<file path="src/rtl/apu_dispatcher.sv">
// apu_dispatcher: issues one FP operation at a time to an APU and returns results in grant order
// with a writeback strobe, sticky exception flags and a protocol-error flag.
module apu_dispatcher #(
    parameter int MAX_OUTST = 2,
    parameter int TAG_W     = 5
) (
    input  logic              clk_i,
    input  logic              rst_ni,
    input  logic              op_valid_i,
    output logic              op_ready_o,
    input  logic [2:0][31:0]  op_operands_i,
    input  logic [5:0]        op_code_i,
    input  logic [2:0]        op_rnd_i,
    input  logic [TAG_W-1:0]  op_tag_i,
    output logic              apu_req_o,
    input  logic              apu_gnt_i,
    output logic [2:0][31:0]  apu_operands_o,
    output logic [5:0]        apu_op_o,
    output logic [10:0]       apu_flags_o,
    input  logic              apu_rvalid_i,
    input  logic [31:0]       apu_rdata_i,
    input  logic [4:0]        apu_rflags_i,
    output logic              wb_valid_o,
    output logic [TAG_W-1:0]  wb_tag_o,
    output logic [31:0]       wb_data_o,
    output logic [4:0]        wb_flags_o,
    output logic [4:0]        fflags_o,
    input  logic              fflags_clr_i,
    output logic              busy_o,
    output logic              err_o
);
    localparam logic [1:0] IDLE  = 2'd0;
    localparam logic [1:0] ISSUE = 2'd1;
    localparam logic [1:0] WAIT  = 2'd2;

    logic [1:0]       state, state_d;
    logic [2:0]       cnt, cnt_d, slot;
    logic [2:0]       rnd;
    logic [TAG_W-1:0] tag;
    logic [TAG_W-1:0] fifo   [MAX_OUTST];
    logic [TAG_W-1:0] fifo_d [MAX_OUTST];
    logic             accept, gnt, pop;

    assign apu_req_o   = state == ISSUE;
    assign op_ready_o  = rst_ni && state != ISSUE && cnt < 3'(MAX_OUTST);
    assign busy_o      = state != IDLE;
    assign apu_flags_o = {2'b10, 6'b0, rnd};
    assign accept      = op_valid_i && op_ready_o;
    assign gnt         = apu_req_o && apu_gnt_i;
    assign pop         = apu_rvalid_i && (cnt != 3'd0 || gnt);

    always_comb begin
        cnt_d   = cnt + {2'b0, gnt} - {2'b0, pop};
        slot    = cnt - {2'b0, pop};
        state_d = accept ? ISSUE : state == ISSUE ? (gnt ? WAIT : ISSUE) : cnt_d == 3'd0 ? IDLE : WAIT;
        for (int i = 0; i < MAX_OUTST; i++) fifo_d[i] = pop ? '0 : fifo[i];
        for (int i = 1; i < MAX_OUTST; i++) if (pop) fifo_d[i-1] = fifo[i];
        // a grant popped in the same cycle on an empty FIFO is forwarded, never stored
        for (int i = 0; i < MAX_OUTST; i++)
            if (gnt && !(cnt == 3'd0 && pop) && i == int'(slot)) fifo_d[i] = tag;
    end

    always_ff @(posedge clk_i or negedge rst_ni) begin
        if (!rst_ni) begin
            state          <= IDLE;
            cnt            <= '0;
            rnd            <= '0;
            tag            <= '0;
            apu_operands_o <= '0;
            apu_op_o       <= '0;
            for (int i = 0; i < MAX_OUTST; i++) fifo[i] <= '0;
            wb_valid_o     <= 1'b0;
            wb_tag_o       <= '0;
            wb_data_o      <= '0;
            wb_flags_o     <= '0;
            fflags_o       <= '0;
            err_o          <= 1'b0;
        end else begin
            state      <= state_d;
            cnt        <= cnt_d;
            fifo       <= fifo_d;
            wb_valid_o <= pop;
            if (accept) begin
                apu_operands_o <= op_operands_i;
                apu_op_o       <= op_code_i;
                rnd            <= op_rnd_i;
                tag            <= op_tag_i;
            end
            if (pop) begin
                wb_tag_o   <= cnt == 3'd0 ? tag : fifo[0];
                wb_data_o  <= apu_rdata_i;
                wb_flags_o <= apu_rflags_i;
            end
            fflags_o <= pop ? (fflags_clr_i ? apu_rflags_i : fflags_o | apu_rflags_i) : (fflags_clr_i ? 5'd0 : fflags_o);
            if (apu_rvalid_i && !pop) err_o <= 1'b1;
        end
    end
endmodule

</file>
<file path="config.mk">
export PLATFORM = sky130hd
export DESIGN_NAME = apu_dispatcher
export DESIGN_NICKNAME = d
export VERILOG_FILES = /design/src/rtl/apu_dispatcher.sv
export SDC_FILE = /design/constraint.sdc
export NUM_CORES = 1
export LEC_CHECK = 0
export CAP_MARGIN = 20
export CORE_UTILIZATION = 30
export CTS_CLUSTER_SIZE = 24
export DETAILED_ROUTE_END_ITERATION = 7
export SYNTH_ARGS = -nofsm -noshare
export SYNTH_HDL_FRONTEND = slang
export SYNTH_SLANG_ARGS = --single-unit
</file>
<file path="constraint.sdc">
create_clock -name clk_i -period 3.68 [get_ports clk_i]
set_clock_uncertainty 0.15 [all_clocks]
set_input_delay 0.736 -clock clk_i [delete_from_list [all_inputs] [get_ports clk_i]]
set_output_delay 0.736 -clock clk_i [all_outputs]
set_load 0.01 [all_outputs]
</file>
## After elaboration in Yosys (flattened, before gate mapping)

Index checks and enable logic that the tools add are counted.

- Output and inout bits: 165
- Bits in registers: 174
- Word-level logic and storage cells: 57
- Bits of input ports: 153

- Reduce and logical (&&, ||, !) cells: 21
- Equal/unequal tests: 3
- Bitwise gates (word level): 1
- Order comparisons: 1
- Muxes and demuxes: 12
- $add $sub $neg: 3

Operators with widths:

| operator | count |
|---|---|
| $mux W5 | 8 |
| $logic_and A1 B1 Y1 | 10 |
| $logic_not A3 Y1 | 3 |
| $mux W2 | 4 |
| $reduce_bool A2 Y1 | 4 |
| $sub A3 B1 Y3 | 2 |
| $or A5 B5 Y5 | 1 |
| $add A3 B1 Y3 | 1 |
| $eq A2 B3 Y1 const A | 1 |
| $lt A3 B2 Y1 const B | 1 |
| $reduce_bool A3 Y1 | 1 |
| $eq A2 B1 Y1 const B | 1 |
| $logic_not A1 Y1 | 2 |
| $ne A2 B1 Y1 const B | 1 |
| $logic_or A1 B1 Y1 | 1 |

## Depth between registers and ports, before layout

- Depth in word-level cells: 9
- Mapped depth: 11

## Worst setup path after synthesis

Ideal clock, no wire load.

- Path kind: input-to-reg
- From: input apu_gnt_i
- To: register fifo[0] in the netlist's numbering
- Stages: 11
- Setup time: 0.134 ns
- Data arrival time: 2.814 ns
- Path slack: 0.583 ns
- Path through: and3b_1 -> clkbuf_1 -> o21ai_4 -> inv_2 -> clkbuf_1 -> ha_1 -> ha_1 -> or2_2 -> o21ai_0 -> nand4b_1 -> mux2i_1

- Longest elaborated chain between the ends: 8
- Elaborated cells on any way between the ends: 11
- Those cells by class: add/sub: 1; eq/ne: 1; mux: 1; reduce/logical: 8

RTL lines:

| element | RTL line | source |
|---|---|---|
| start, declared | 16 | `input logic apu_gnt_i,` |
| $logic_and A1 B1 Y1 (*) | 49 | `assign gnt = apu_req_o && apu_gnt_i;` |
| $logic_or A1 B1 Y1 (*) | 50 | `assign pop = apu_rvalid_i && (cnt != 3'd0 \|\| gnt);` |
| $logic_and A1 B1 Y1 (*) | 50 |  |
| net pop | 42 | `logic accept, gnt, pop;` |
| parallel branches: the longest is 5 deep, another holds $sub A3 B1 Y3 | n/a |  |
| end signal, assigned | 81 | `fifo <= fifo_d;` |
| end, declared | 40 | `logic [TAG_W-1:0] fifo [MAX_OUTST];` |

Mark *: on every way through the listed nets, which the timed path passes.
A chain may end at the register's enable or synchronous reset.

## Worst setup path in the final report

- From: input rst_ni
- To: output op_ready_o

- Longest elaborated chain between the ends: 2

RTL lines:

| element | RTL line | source |
|---|---|---|
| start, declared | 8 | `input logic rst_ni,` |
| $logic_and A1 B1 Y1 (2 in series) | 45 | `assign op_ready_o = rst_ni && state != ISSUE && cnt < 3'(MAX_OUTST);` |
| end, declared | 10 | `output logic op_ready_o,` |

Every way passes these cells.

==> flow_metrics.py <==
metrics = {
    "status": {
        "run_status": "complete, but fails checks",
        "failed_checks": "DRC",
    },
    "placement": {
        "globalplace.congestion": 0.740,
        "placed_area_um2": 10200,
        "port-buffer-count": 309,
        "estimated_wirelength_of_the_detail_placed_design_um": 12800,
        "dp_cells": 1092,
        "placement.setup.worst_slack_ns": 0.313,
    },
    "worst_setup_path": {
        "startpoint_type": "input port",
        "path_class": "input port to primary output",
        "critical_path.slowest_cell": "sky130_fd_sc_hd__clkdlybuf4s50_1",
        "timing.rr.start": "cnt[1]",
        "critical_path.cell_chain": "dlygate4sd3_1 > buf_6 > and3_1 > clkdlybuf4s50_1",
        "timing.critical_path.fanout_max": 15,
        "worst_setup_path_end_kind": "primary output",
        "rr_worst_depth": 9,
        "crit_path_max_cell_delay_ns": 0.58,
        "worstPathArrival_ns": 2.22,
        "worstPathRequired_ns": 2.79,
        "setup.worst_path.start": "rst_ni",
        "ff2ff_setup_slack_ns": 0.66,
        "r2r-end": "fifo[5]",
    },
    "logic_synthesis": {
        "synth_top_cell_area_share_pct": 64.4,
        "synth_cell_types": 31,
        "synthesis.area_per_instance_um2": 13.1,
        "synth_largest_area_cell": "sky130_fd_sc_hd__dfrtp_1",
        "synth_flop_cell": "sky130_fd_sc_hd__dfrtp_1",
        "count_of_flip_flops_with_a_built_in_enable_after_synthesis": 0,
        "yosysMostFrequentCell": "sky130_fd_sc_hd__dfrtp_1",
        "post_synth_inst_count": 518,
        "netlist_area_um2": 6760,
        "post_synthesis_sequential_area_ratio_pct": 64.4,
        "yosysWarnings": 0,
        "synth-seq-cells": 174,
        "netlist_top_cells_area": "sky130_fd_sc_hd__dfrtp_1 (64%), sky130_fd_sc_hd__mux2_2 (18%), sky130_fd_sc_hd__nand2_1 (7.1%), sky130_fd_sc_hd__mux2i_1 (2.2%), sky130_fd_sc_hd__buf_2 (1.1%)",
        "synth.top_cells.by_count": "sky130_fd_sc_hd__dfrtp_1 (174), sky130_fd_sc_hd__nand2_1 (128), sky130_fd_sc_hd__mux2_2 (110)",
        "asyncSetResetFlopFracSynth_pct": 100,
    },
    "global_route": {
        "grt_pass1_vias": 5165,
        "gr-usage-all-layers_pct": 16.1,
        "globalRouteOverflowTotal": 0,
        "antenna_violations_before_repair": 0,
        "grt_max_degree": 72,
        "grt_first_pass_wirelength_um": 29100,
    },
    "route": {
        "drtIter0Drc": 157,
        "routed_wl_um": 17800,
        "number_of_vias_in_the_routed_layout": 4930,
        "vias_per_cell": 4.38,
        "final_antenna_net_count": 0,
        "dr.pass1.iters": 7,
        "route.detailed.drc": 22,
        "routed_wire_length_per_instance_um": 15.8,
    },
    "worst_hold_path": {
        "min_from": "wb_data_o[2]",
        "hold-path-cell-count": 2,
        "whs_endpoint": "wb_data_o[2]",
        "timing.hold.worst.class": "flip-flop to flip-flop",
    },
    "timing": {
        "fin_crit_sh_pct": 84.5,
        "slew_headroom_pct": 37.3,
        "max_freq_ghz": 0.322,
        "layout_min_cycle_time_ns": 3.11,
        "tns_ns": 0,
        "measured_slew_at_the_worst_slew_check_pin_ns": 0.940,
        "rsz0062_at_grt": "no",
        "final_hold_viol_count": 0,
        "slew_violations": 0,
        "hold_ws_ns": 0.322,
        "setup_viol_count_final": 0,
        "fin_ws_ns": 0.570,
    },
    "clock_network": {
        "tritoncts": "built",
        "clock-root-buffer": "sky130_fd_sc_hd__clkbuf_16",
        "clkSinkCount": 174,
        "cts.clk_slew.worst_paths_ns": 0.06,
        "cts-buffers-inserted": 17,
        "worst_skew_pair.late_latency_ns": 0.42,
        "max-clock-path-buffers": 2,
        "maximum_level_of_the_cts_h_tree": 4,
    },
    "die": {
        "die-height_um": 152,
        "design.die.area_um2": 23200,
        "rows": 54,
        "pin_count": 318,
        "fp.coreArea_um2": 22000,
        "dieWidth_um": 152,
        "start_util_pct": 30.8,
    },
    "run": {
        "timing.max_cap.violations": 0,
    },
    "power": {
        "leakage_nw": 4.84,
        "power.total_mw": 8.41,
        "power-per-cell-area_nw_per_um2": 781,
        "max-vdd-ir-drop_mv": 0.343,
    },
    "final_layout": {
        "fillers": 1993,
        "fin_cells": 1125,
        "drive_above_1_share_pct": 18.6,
        "final_core_utilization_pct": 49.0,
        "fin_area_um2": 10800,
        "antenna_cells": 0,
        "area_growth_pct": 59.2,
        "nets": 990,
    },
}
==> critical path: cells and delay by family <==
kind / cells / cell delay (ns)
simple gates: 1 / 0.17
buf+inv: 3 / 1.31
==> flip-flops by register name (all words and copies together), names as in the netlist <==
signal          cells
rnd                 3
apu_operands_o     96
wb_data_o          32
fflags_o            5
fifo               10
cnt                 3
err_o               1
wb_valid_o          1
wb_flags_o          5
state               2
tag                 5
wb_tag_o            5
apu_op_o            6
==> worst max path at each step <==
stage,end,cells after the start
final,op_ready_o,4
after global routing,fifo[5],9
after CTS,op_ready_o,4
after detailed placement,fifo[5],10
after global placement,fifo[0],10
after floorplan,fifo[0],11
==> where the power goes <==
part / switching (mW) / internal, mW
clock: 0.837 / 0.982
sequential: 0.422 / 2.72
combinational: 1.34 / 2.10
==> placed cells by master (no fill, tap or decap), types with 2 or more instances in the layout <==
cell type / n
sky130_fd_sc_hd__clkdlybuf4s50_1: 308
sky130_fd_sc_hd__dfrtp_1: 174
sky130_fd_sc_hd__nand2_1: 128
sky130_fd_sc_hd__mux2_2: 110
sky130_fd_sc_hd__clkbuf_16: 17
sky130_fd_sc_hd__inv_1: 16
sky130_fd_sc_hd__mux2i_1: 15
sky130_fd_sc_hd__conb_1: 8
sky130_fd_sc_hd__o21ai_0: 7
sky130_fd_sc_hd__buf_4: 7
sky130_fd_sc_hd__nor2_1: 6
sky130_fd_sc_hd__a31oi_1: 5
sky130_fd_sc_hd__ha_1: 4
sky130_fd_sc_hd__inv_6: 4
sky130_fd_sc_hd__inv_8: 4
sky130_fd_sc_hd__clkinv_4: 3
sky130_fd_sc_hd__buf_12: 3
sky130_fd_sc_hd__or3_1: 2
sky130_fd_sc_hd__o21bai_1: 2
sky130_fd_sc_hd__nand4_1: 2
sky130_fd_sc_hd__or2_2: 2
==> cell families (layout without fill, tap and decap cells) <==
| kind of cell | Yosys count | after routing | share of synthesized area, % |
|---|---|---|---|
| adders and majority gates | 5 | 5 | 1.04 |
| and+or+nand+nor | 147 | 147 | 8.73 |
| muxes | 125 | 125 | 20.5 |
| DFF | 174 | 174 | 64.4 |
| buffers and inverters | 48 | 369 | 3.50 |
| other | 2 | 8 | 0.111 |
| xor gates and xnor gates | 1 | 1 | 0.130 |
| AOI/OAI and AO/OA | 16 | 16 | 1.59 |
==> cell type report <==
| cell class | instances | area (µm²) | area share, % |
|---|---|---|---|
| clock inverters | 13 | 144 | 1.34 |
| inverters | 17 | 63.8 | 0.593 |
| flip-flops and latches | 174 | 4350 | 40.4 |
| well taps | 280 | 350 | 3.25 |
| clock buffers | 19 | 443 | 4.11 |
| multi-input cells | 302 | 2200 | 20.4 |
| repair buffers | 320 | 3220 | 29.9 |
==> repair_timing <==
action / in CTS / in global routing
gates resized for setup: 0 / 0
setup buffers: 0 / 0
endpoints found under the hold margin: 11 / 0
hold buffers: 1 / 0
==> routing by layer <==
metal / routed length (µm) / GRT usage, % / vias to the layer above
met5: 0 / 0 / -
li1: - / - / 2327
met3: 1980 / 7.31 / 15
met4: 217 / 5.20 / 0
met2: 8250 / 24.8 / 191
met1: 7310 / 20.2 / 2397
Note: power is estimated with default switching activity, not from simulation.
